## config.mk

```make
export PLATFORM = sky130hd
export DESIGN_NAME = mux4_behavioural
export DESIGN_NICKNAME = d
export VERILOG_FILES = /design/src/rtl/mux_pkg.sv /design/src/rtl/mux4_comb.sv /design/src/rtl/mux4_behavioural.sv
export SDC_FILE = /design/constraint.sdc
export NUM_CORES = 1
export LEC_CHECK = 0
export ABC_CLOCK_PERIOD_IN_PS = 1310
export CAP_MARGIN = 20
export CORE_AREA = 2 2 39 41
export DETAILED_ROUTE_END_ITERATION = 10
export DIE_AREA = 0 0 41 43
export GPL_ROUTABILITY_DRIVEN = 0
export PLACE_DENSITY = 0.38
export SYNTH_ARGS = -nofsm -noshare
export SYNTH_HDL_FRONTEND = slang
export SYNTH_SLANG_ARGS = --single-unit
export TNS_END_PERCENT = 30
```

## constraint.sdc

```tcl
create_clock -name clk -period 1.31 [get_ports clk]
set_input_delay 0.262 -clock clk [delete_from_list [all_inputs] [get_ports clk]]
set_output_delay 0.262 -clock clk [all_outputs]
set_load 0.05 [all_outputs]
```

## src/rtl/mux_pkg.sv

```systemverilog
// Shared select encoding for the 4-to-1 mux primitive.
// Imported by the combinational core and the registered top.
`timescale 1ns/1ps
package mux_pkg;

    localparam int SEL_W = 2;

    typedef enum logic [SEL_W-1:0] {
        SEL_A = 2'd0,
        SEL_B = 2'd1,
        SEL_C = 2'd2,
        SEL_D = 2'd3
    } sel_t;

endpackage

```

## src/rtl/mux4_comb.sv

```systemverilog
// Pure combinational 4-to-1 select; an unknown select yields all-X
// in simulation so X-propagation stays visible downstream.
`timescale 1ns/1ps
module mux4_comb
    import mux_pkg::*;
#(
    parameter int WIDTH = 1
) (
    output logic [WIDTH-1:0] y,
    input  logic [WIDTH-1:0] a,
    input  logic [WIDTH-1:0] b,
    input  logic [WIDTH-1:0] c,
    input  logic [WIDTH-1:0] d,
    input  logic [SEL_W-1:0] s
);

    always_comb begin
        y = 'x;
        case (sel_t'(s))
            SEL_A:   y = a;
            SEL_B:   y = b;
            SEL_C:   y = c;
            SEL_D:   y = d;
            default: y = 'x;
        endcase
    end

endmodule

```

## src/rtl/mux4_behavioural.sv

```systemverilog
// 4-to-1 mux with zero-latency output y plus an enabled register
// stage holding the result and the select that produced it.
`timescale 1ns/1ps
module mux4_behavioural
    import mux_pkg::*;
#(
    parameter int               WIDTH     = 1,
    parameter logic [WIDTH-1:0] RESET_VAL = '0
) (
    input  logic             clk,
    input  logic             rst_n,
    output logic [WIDTH-1:0] y,
    input  logic [WIDTH-1:0] a,
    input  logic [WIDTH-1:0] b,
    input  logic [WIDTH-1:0] c,
    input  logic [WIDTH-1:0] d,
    input  logic [SEL_W-1:0] s,
    input  logic             en,
    output logic [WIDTH-1:0] y_q,
    output logic [SEL_W-1:0] s_q
);

    mux4_comb #(
        .WIDTH (WIDTH)
    ) u_comb (
        .y (y),
        .a (a),
        .b (b),
        .c (c),
        .d (d),
        .s (s)
    );

    // Reset wins over en; y itself is never gated by reset.
    always_ff @(posedge clk) begin
        if (!rst_n) begin
            y_q <= RESET_VAL;
            s_q <= SEL_A;
        end else if (en) begin
            y_q <= y;
            s_q <= s;
        end
    end

endmodule

```

After elaboration in Yosys (flattened, before gate mapping). Index checks and enable logic that the tools add are counted.

Div/mod/pow operators: 0. Shifts and indexed selects: 0. Equal/unequal tests: 3. Reduce and logical (&&, ||, !) cells: 1. $lt $le $gt $ge: 0. Add/sub/neg operators: 0. Multiplexer cells: 1. $mul: 0. Bitwise gates (word level): 0.

Operator list (count): $eq A2 B2 Y1 const B (2); $pmux W1 S4 (1); $eq A2 B1 Y1 const B (1); $logic_not A2 Y1 (1).

Word-level logic and storage cells: 7. Memories kept: 0. Memory bits (read-only): 0. RAM bits: 0. Output and inout bits: 4. Bits in registers: 3. Latch bits: 0. Input port bits: 9.

Longest topological paths before layout.
Depth after elaboration: 2. Gate-level depth with buffers: 2. Depth with buffers taken out: 2.

By module. A second synthesis with hierarchy kept.

Cells, all modules: 10. Area, all modules: 131.4 um^2.

By module, submodules not included: mux4_behavioural (seq. area each 60.1 um^2, cells an instance 9, area an instance 108.9 um^2, times used 1); mux4_comb (seq. area each 0.0 um^2, cells an instance 1, area an instance 22.5 um^2, times used 1).

Worst setup path after synthesis. No wires, ideal clock.

Path type: input port to output port. From: input port s[0]. To: output port y. Path slack: -0.148 ns. Cell stages on the path: 2. Buffers on the path: 0. Data arrival time: 1.196 ns. Required time: 1.048 ns. Cells stage by stage: mux2i_1 > mux2i_1.

Cells in the longest elaborated chain, start to end: 2. Elaborated cells on any way between the ends: 5. Classes of those cells: 3 x eq/ne; 1 x mux; 1 x reduce/logical.

Ends and longest elaborated chain: start, declared (RTL line mux4_behavioural.sv:17) `input logic [SEL_W-1:0] s,`; $eq A2 B2 Y1 (tied with other cells) (RTL line mux4_comb.sv:19) `case (sel_t'(s))`; $pmux W1 S4 * (RTL line mux4_comb.sv:19); end, declared (RTL line mux4_behavioural.sv:12) `output logic [WIDTH-1:0] y,`.

Mark *: on every way between the ends. The rest lies on a longest branch, timed or not.

Worst setup path after layout.
From: input port d. To: output port y.

Cells in the longest elaborated chain, start to end: 1.

Ends and longest elaborated chain: start, declared (RTL line mux4_behavioural.sv:16) `input logic [WIDTH-1:0] d,`; $pmux W1 S4 (RTL line mux4_comb.sv:19).

No other way between the ends.

==> qor.txt <==
Status = finished, final reports clean
Detail Route Antenna Nets = 0
Final WL = 471 um
Proportion of layout cells with a drive suffix above 1 = 0.429
Fmax = 809 MHz
Asr flop ratio synth = 0
Critical path class = primary input to output pin
Crit path max fanout = 2
Final core utilization = 0.285
Sw frac = 0.278
Synth Area in Compound Gates = 0.0579
Worst Clk Skew = 0 ns
DR pass1 iterations = 1
Int Pwr = 287 uW
Clock Power Share = 0.401
Synth Flop Type = dfxtp_1
Mean Syn Cell Area = 10.8 um2
Hold endpoint = s_q[0]$_SDFFE_PN0P_
Total track usage = 0.0673
R2R depth = 2
RSZ-0062 raised after global routing = no
Main combinational cell family by area after synthesis = multiplexers
Final hold viol count = 0
Filler Cell Count = 146
VDD IR-drop max = 0.306 mV
Worst slew pin tran = 0.207 ns
Sequential-to-total area share from yosys stat = 0.397
I/O pin cnt = 13
Congestion Overflow GR = 0
CTS tree = yes
Largest net degree at the start of global routing = 6
Hold_sp = s[0]
Crit. Startpoint = d
Post-DP HPWL = 393 um
Total number of vias = 188
Critical path required time = 1.05 ns
Initial Util = 0.109
Die Width = 41 um
Max-Cap Viols = 0
Row Count = 14
Clock sinks = 3
DR iter-0 viols = 0
Reg2reg end = y_q$_SDFFE_PN0P_
Leading area contributor after synthesis = dfxtp_1
Net switching power = 110 uW
Worst setup SP type = primary input
Synth top area cells = dfxtp_1 40%, mux2i_1 33%, nand3b_1 9.9%, nor2b_1 8.3%, o221ai_1 5.8%
H-tree Lvls = 1
Root buffer cell = clkbuf_4
Area Overhead vs Synth = 160%
Setup TNS = 0 ns
Top cells by count, synth = 5 x mux2i_1, 3 x dfxtp_1, 2 x nand3b_1, 2 x nor2b_1
Vias in the first global route = 207
Worst-skew pair later-pin latency = 0.23 ns
I/O Buffers = 12
Setup slack, reg-to-reg = 0.67 ns
WHS Path Cells = 4
Synth Area in Adders = 0
Longest Clk Path Bufs = 2
Synth cell types = 6
PD cells = 1010 nW/um2
Core area = 1380 um2
Gate power share = 0.337
Sequential share of power = 0.262
Slew Limit Fails = 0
Mux cell area share after synthesis = 0.331
Cells after DPL = 46
Post-Synth Simple-Gate Area = 0.215
Top-count cell post-synth = mux2i_1
Max incr delay on CP = 0.23 ns
Leak = 0.000171 uW
Synth top area share = 0.397
CP max-delay cell = dlygate4sd2_1
RR Startpoint = y_q$_SDFFE_PN0P_
Number of flops mapped to enable cells by yosys = 0
Arr. time, crit path = 0.97 ns
Clock transition at the registers of the reported paths = 0.03 ns
Endpoint class of the critical path = output pin
Tcrit/Tclk final = 0.944
Synth Register Bits = 3
Xor-xnor portion of the synthesized cell area = 0
Routed vias/inst = 3.69
Tmin final = 1.24 ns
Residual DRC count = 0
Final #Nets = 45
Post-synthesis cell area = 151 um2
Fin cells = 51
Synthesized Nets = 23
WL/cell = 9.24 um
Max_slew headroom = 0.858
CTS buffer count = 3
# setup viols final = 0
First-pass GRT wire length = 786 um
Synth Instances = 14
Total die area = 1760 um2
Die Span Y = 43 um
Yosys warnings = 0
Antenna violations before repair = 0
Hold WC Path Type = primary input to flop
Cells along the critical path = dlygate4sd2_1, mux2i_1, mux2i_2, buf_12
# diodes = 0
==> area by class of cell <==
| cell class | instances | area [um2] | share of cell area |
|---|---|---|---|
| Tap cell | 16 | 20.0 | 0.0508 |
| Sequential cell | 3 | 60.1 | 0.152 |
| Clock buffer | 4 | 26.3 | 0.0667 |
| Multi-Input combinational cell | 11 | 98.8 | 0.251 |
| Timing Repair Buffer | 17 | 189 | 0.479 |
==> power by group through the flow <==
stage | logic [uW] | registers, uW | clock network (uW)
after floorplan | 31.3 | 123 | 0
after global placement | 135 | 106 | 0
after detailed placement | 136 | 106 | 0
after CTS | 135 | 104 | 167
after global routing | 143 | 105 | 181
final | 134 | 104 | 159
==> kinds of logic (layout without fill, tap and decap cells) <==
| family | Yosys count | after routing |
|---|---|---|
| flops | 3 | 3 |
| compound gates | 1 | 1 |
| buf+inv | 0 | 21 |
| simple gates | 5 | 5 |
| mux | 5 | 5 |
==> cells in the final DEF (no fill, tap or decap) <==
cell and instances:
dlygate4sd2_1 3, dfxtp_1 3, buf_2 1, mux2i_2 2
nor2b_1 2, clkdlybuf4s15_1 2, buf_4 5, buf_12 4
nand3b_1 2, mux2i_1 3, o221ai_1 1, clkbuf_4 3
clkbuf_1 1, clkdlybuf4s50_1 2, nand3_1 1
==> stage by stage <==
stage          cell area [um2]  setup WS, ns  power, uW  hold slack, ns
4_1_cts                    392        0.0304        406           0.463
6_report                   394        0.0733        397           0.462
3_3_place_gp               365        -0.360        241           0.555
3_5_place_dp               365        -0.387        242           0.552
2_1_floorplan              155        0.0920        155           0.390
5_1_grt                    394        0.0153        430           0.509
==> sequential cells by signal, indices dropped and copies added (netlist names) <==
name,cells
y_q,1
s_q,2
==> how the worst max path moves through the flow <==
| stage | end | slack, ns |
|---|---|---|
| after floorplan | y | 0.09 |
| after global placement | y | -0.36 |
| after detailed placement | y | -0.39 |
| after CTS | y | 0.03 |
| after global routing | y | 0.02 |
| final | y | 0.07 |
==> worst max-delay path: cells and delay by family <==
family	cells	cell delay, ns
buffers and inverters	2	0.39
multiplexers	2	0.32
==> metal layers <==
layer  up-vias  track usage  share of wire
met5         -            0              0
met3         0       0.0314           0.15
met1        81       0.0740           0.44
met4         0       0.0400              0
li1         94            -              -
met2        13        0.100           0.41
==> timing repair <==
action,in CTS,in global routing
hold buffers,0,0
gates resized for setup,10,2
setup buffers,1,0
cloned,0,0
setup endpoints to repair,1,1
(Power assumes the default switching activity.)
==> edit 1: new RTL, same settings <==
Put one more register stage on the output `s_q`, with the module's reset. The value now appears one clock later. The other outputs are not delayed to match.
--- a/src/rtl/mux4_behavioural.sv
+++ b/src/rtl/mux4_behavioural.sv
@@ -22,2 +22,4 @@
 
+    logic [SEL_W-1:0] s_q_s0;
+
     mux4_comb #(
@@ -37,6 +39,14 @@
             y_q <= RESET_VAL;
-            s_q <= SEL_A;
+            s_q_s0 <= SEL_A;
         end else if (en) begin
             y_q <= y;
-            s_q <= s;
+            s_q_s0 <= s;
+        end
+    end
+
+    always_ff @(posedge clk) begin
+        if (!rst_n) begin
+            s_q <= '0;
+        end else begin
+            s_q <= s_q_s0;
         end
Function: changed (a bounded check fails within 4 cycles, from zero or initial values and one cycle with rst_n low).
==> edit 1 against the unedited design <==
Wire length is 2.3% higher; worst setup slack worse by 0.011 ns; design area is 11% higher; clock skew is 0.0019 ns higher; global-route usage stayed put; critical path depth stayed put; non-clock buffer count is 1 lower; total power is 16% higher; sequential cell count is 2 higher; utilization is 3.1 points higher; synthesized area is 35% higher.
==> edit 1: results (changes against the unedited design) <==
Placement:
- The total placed instance area is 418 µm² (was 365 µm²).
- The number of I/O port buffers is 12 (unchanged).

Power and ir drop:
- The switching power as a share of total power is 0.255 (was 0.278).
- The static leakage is 0.000189 µW (was 0.000171 µW).
- The maximum resistive drop on vdd is 0.498 mV (was 0.306 mV).

Routing:
- The iteration count of the initial detailed-routing pass is 3 (was 1).
- The via density per instance is 3.81 (was 3.69).
- The number of design-rule violations left by the first detailed-router iteration is 5 (was 0).
- The average detailed-routed wire length per instance is 8.93 µm (was 9.24 µm).

Critical path:
- The largest driver fanout on the critical path is 2 (unchanged).
- The arrival time at the worst endpoint came to 0.99 ns (was 0.97 ns).
- The worst setup path startpoint is a (was d).
- The capture instance of the worst register-to-register path is y_q (unchanged).

Run status:
- Result of the run: finished clean (unchanged).

Synth:
- The part of the Yosys area used for sequential elements is 0.491 (was 0.397).
- Top post-synthesis cells by count: sky130_fd_sc_hd__dfxtp_1, sky130_fd_sc_hd__mux2i_1, sky130_fd_sc_hd__and2_1, sky130_fd_sc_hd__nand3b_1, sky130_fd_sc_hd__nor2b_1 (was sky130_fd_sc_hd__mux2i_1, sky130_fd_sc_hd__dfxtp_1, sky130_fd_sc_hd__nand3b_1, sky130_fd_sc_hd__nor2b_1).
- Leading post-synthesis cells by cell area: sky130_fd_sc_hd__dfxtp_1, sky130_fd_sc_hd__mux2i_1, sky130_fd_sc_hd__nand3b_1 (unchanged).
- The net count after synthesis is 27 (was 23).
- The number of distinct standard cells referenced by the synthesized netlist is 7 (was 6).

Final layout:
- The share of final-layout standard cells stronger than drive strength 1 was 0.368 (was 0.429).
- The number of inserted diodes came to 0 (unchanged).
- The number of nets in the layout came to 48 (was 45).
- Registers with the most flip-flops: s_q (2), s_q_s0 (2), y_q (1) (was s_q (2), y_q (1)).
- The count of filler cells inserted in the layout is 147 (was 146).

Hold path:
- The kind of path behind the tightest hold check is reg -> reg (was in -> reg).

Clock tree:
- The TritonCTS buffer count is 3 (unchanged).
- The total setup buffers inserted after CTS is 0 (was 1).

GRT:
- The pin count of the biggest net entering global routing is 8 (was 6).
- The number of antenna violations at the first check in global routing is 0 (unchanged).
- The global-route wire length before repair is 738 µm (was 786 µm).

STA:
- The final clock skew is 0.00189 ns (was 0 ns).
- The slew at the pin closest to its max-slew limit is 0.217 ns (was 0.207 ns).
==> edit 1: changes by cell type after synthesis <==
cell                      delta
sky130_fd_sc_hd__and2_1      +2
sky130_fd_sc_hd__dfxtp_1     +2
==> edit 1: repair_timing <==
item	CTS	global route
resized for setup	8	2
gates cloned	0	0
setup endpoints to repair	1	1
==> edit 1: power groups by stage <==
| stage | clock (µW) | combinational [µW] | sequential, µW |
|---|---|---|---|
| 2_1_floorplan | 0 | 32.7 | 183 |
| 4_1_cts | 184 | 122 | 167 |
| 3_3_place_gp | 0 | 127 | 170 |
| 3_5_place_dp | 0 | 127 | 170 |
| 6_report | 173 | 122 | 167 |
| 5_1_grt | 203 | 128 | 168 |
==> edit 1: cells by family after synthesis <==
| family | Yosys count | synth area share |
|---|---|---|
| compound gates | 1 | 0.0430 |
| flops | 5 | 0.491 |
| mux | 5 | 0.245 |
| simple gates | 7 | 0.221 |
==> edit 1: per-stage QoR <==
stage / utilization / instances / setup TNS, ns / setup slack, ns / hold WS [ns]
6_report: 0.316 / 54 / 0 / 0.0620 / 0.456
5_1_grt: 0.316 / 54 / 0 / 0.0182 / 0.462
4_1_cts: 0.317 / 54 / 0 / 0.0147 / 0.456
3_5_place_dp: 0.302 / 50 / -0.478 / -0.317 / 0.447
3_3_place_gp: 0.302 / 50 / -0.489 / -0.326 / 0.449
2_1_floorplan: - / 18 / 0 / 0.0920 / 0.389
==> edit 1: worst min-delay path by stage <==
stage               from        end  slack [ns]  depth (start not counted)
3_5_place_dp   s_q_s0[1]     s_q[1]        0.45                          1
3_3_place_gp   s_q_s0[0]     s_q[0]        0.45                          1
2_1_floorplan      rst_n     s_q[0]        0.39                          1
5_1_grt             s[0]  s_q_s0[0]        0.46                          4
4_1_cts        s_q_s0[1]     s_q[1]        0.46                          1
6_report       s_q_s0[1]     s_q[1]        0.46                          1
==> edit 1: cell type report <==
type                    count  area share
multi-input cells          13       0.255
flip-flops and latches      5       0.229
well taps                  16      0.0458
repair buffers             16       0.410
clock buffers               4      0.0602
==> edit 1: per-layer routing <==
metal,wire (µm),up-vias,GRT usage
met1,195,93,0.0611
li1,-,105,-
met3,37,0,0.0471
met2,249,8,0.0938
met5,0,-,0
met4,0,0,0.0600
==> edit 1: worst max-delay path, cell delays in order <==
cell and delay (ns):
sky130_fd_sc_hd__dlygate4sd2_1 0.24, sky130_fd_sc_hd__mux2i_2 0.19, sky130_fd_sc_hd__mux2i_2 0.13, sky130_fd_sc_hd__buf_12 0.16
==> edit 2: new RTL, config.mk and constraints unchanged <==
Made on the original files. Reset style: asynchronous (`rst_n`), changed in one clocked block.
--- a/src/rtl/mux4_behavioural.sv
+++ b/src/rtl/mux4_behavioural.sv
@@ -34,3 +34,3 @@
     // Reset wins over en; y itself is never gated by reset.
-    always_ff @(posedge clk) begin
+    always_ff @(posedge clk or negedge rst_n) begin
         if (!rst_n) begin
Formal check against the unedited RTL: differs if rst_n is asserted again (counterexample within 4 cycles, from zero or initial values and one cycle with rst_n low); with rst_n held inactive, the same outputs for 10 cycles.
==> edit 2 against the unedited design <==
Total power is 12% higher; synthesized area is 0.83% lower; combinational power is 28% higher; count of clock-buffer cells in the layout stayed put; via count is 3.7% lower; worst setup slack worse by 0.010 ns; wire length is 3.8% higher; final cell count is 2.0% higher; sequential cell count stayed put; design area is 3.8% higher; clock power hardly changed; clock skew stayed put.
==> edit 2: results (changes against the unedited design) <==
Power and ir drop:
- The final total power came to 445 µW (was 397 µW).
- The internal power consumption is 313 µW (was 287 µW).
- The power dissipated in sequential cells came to 114 µW (was 104 µW).
- The static leakage is 0.000190 µW (was 0.000171 µW).
- The maximum resistive drop on vdd is 0.268 mV (was 0.306 mV).
- The power in combinational cells is 172 µW (was 134 µW).

Synth:
- Top post-synthesis cells by count: sky130_fd_sc_hd__dfrtp_1, sky130_fd_sc_hd__mux2i_1, sky130_fd_sc_hd__nand2b_1 (was sky130_fd_sc_hd__mux2i_1, sky130_fd_sc_hd__dfxtp_1, sky130_fd_sc_hd__nand3b_1, sky130_fd_sc_hd__nor2b_1).
- The number of distinct standard cells referenced by the synthesized netlist is 8 (was 6).
- The net count after synthesis is 22 (was 23).
- The part of the Yosys area used for sequential elements is 0.500 (was 0.397).
- The leading register cell type out of synthesis was sky130_fd_sc_hd__dfrtp_1 (was sky130_fd_sc_hd__dfxtp_1).
- The post-synthesis average cell area is 11.5 µm² (was 10.8 µm²).
- The mux share of post-synthesis cell area is 0.275 (was 0.331).
- The async set-reset flop share out of synthesis is 1.00 (was 0).
- The share of the synthesized area in compound gates (AO/OA/AOI/OAI) is 0.0917 (was 0.0579).
- Leading post-synthesis cells by cell area: sky130_fd_sc_hd__dfrtp_1, sky130_fd_sc_hd__mux2i_1, sky130_fd_sc_hd__nand2b_1 (was sky130_fd_sc_hd__dfxtp_1, sky130_fd_sc_hd__mux2i_1, sky130_fd_sc_hd__nand3b_1).

Placement:
- The placement-stage worst setup slack came to -0.352 ns (was -0.387 ns).
- The cell total after placement is 45 (was 46).
- The total placed instance area is 364 µm² (was 365 µm²).

Routing:
- The detailed route wirelength on metal2 is 225 µm (was 192 µm).
- The iteration count of the initial detailed-routing pass is 2 (was 1).
- The average detailed-routed wire length per instance is 9.40 µm (was 9.24 µm).
- The via density per instance came to 3.48 (was 3.69).
- The number of design-rule violations left by the first detailed-router iteration came to 1 (was 0).
- The wire length on met3 is 79 µm (was 72 µm).
- The final wirelength is 489 µm (was 471 µm).
- The wire length on met1 is 185 µm (was 205 µm).

Final layout:
- The number of nets in the layout is 46 (was 45).

Critical path:
- The largest driver fanout on the critical path is 2 (unchanged).
- At the worst endpoint, the arrival time is 0.98 ns.

Hold path:
- The kind of path behind the tightest hold check is in -> async (was in -> reg).

GRT:
- The global-route wire length before repair came to 752 µm (was 786 µm).
- The overall global routing resource usage is 0.0663 (was 0.0673).
- The pin count of the biggest net entering global routing is 5 (was 6).
- The number of global-route vias before repair came to 197 (was 207).

STA:
- The relative slew slack came to 0.849 (was 0.858).

Clock tree:
- The TritonCTS buffer count came to 3 (unchanged).

Run status:
- Result of the run: finished clean (unchanged).
-- edit 2: per-layer routing --
| metal | global-route usage | vias to the layer above |
|---|---|---|
| met4 | 0.0600 | 0 |
| met2 | 0.0969 | 13 |
| li1 | - | 91 |
| met1 | 0.0707 | 77 |
| met3 | 0.0209 | 0 |
| met5 | 0 | - |
-- edit 2: final cells by class --
type / count / area, µm²
sequential: 3 / 75.1
multi-input combinational: 9 / 82.6
fill: 150 / 975
tap: 16 / 20.0
timing repair buffer: 19 / 201
inverter: 1 / 3.75
clock buffer: 4 / 26.3
-- edit 2: final timing paths --
kind,start,end,slack [ns],cells after the start
min,rst_n,y_q,0.22,1
min in group clk,s[1],s_q[1],0.35,2
min reg2reg,y_q,y_q,0.57,2
max in group asynchronous,rst_n,s_q[1],0.95,1
max reg2reg,s_q[1],s_q[1],0.53,1
max,c,y,0.06,4
-- edit 2: timing repair --
item | CTS | global route
resized for setup | 11 | 0
setup buffers | 2 | 1
pin swaps | 0 | 0
setup endpoints to repair | 1 | 1
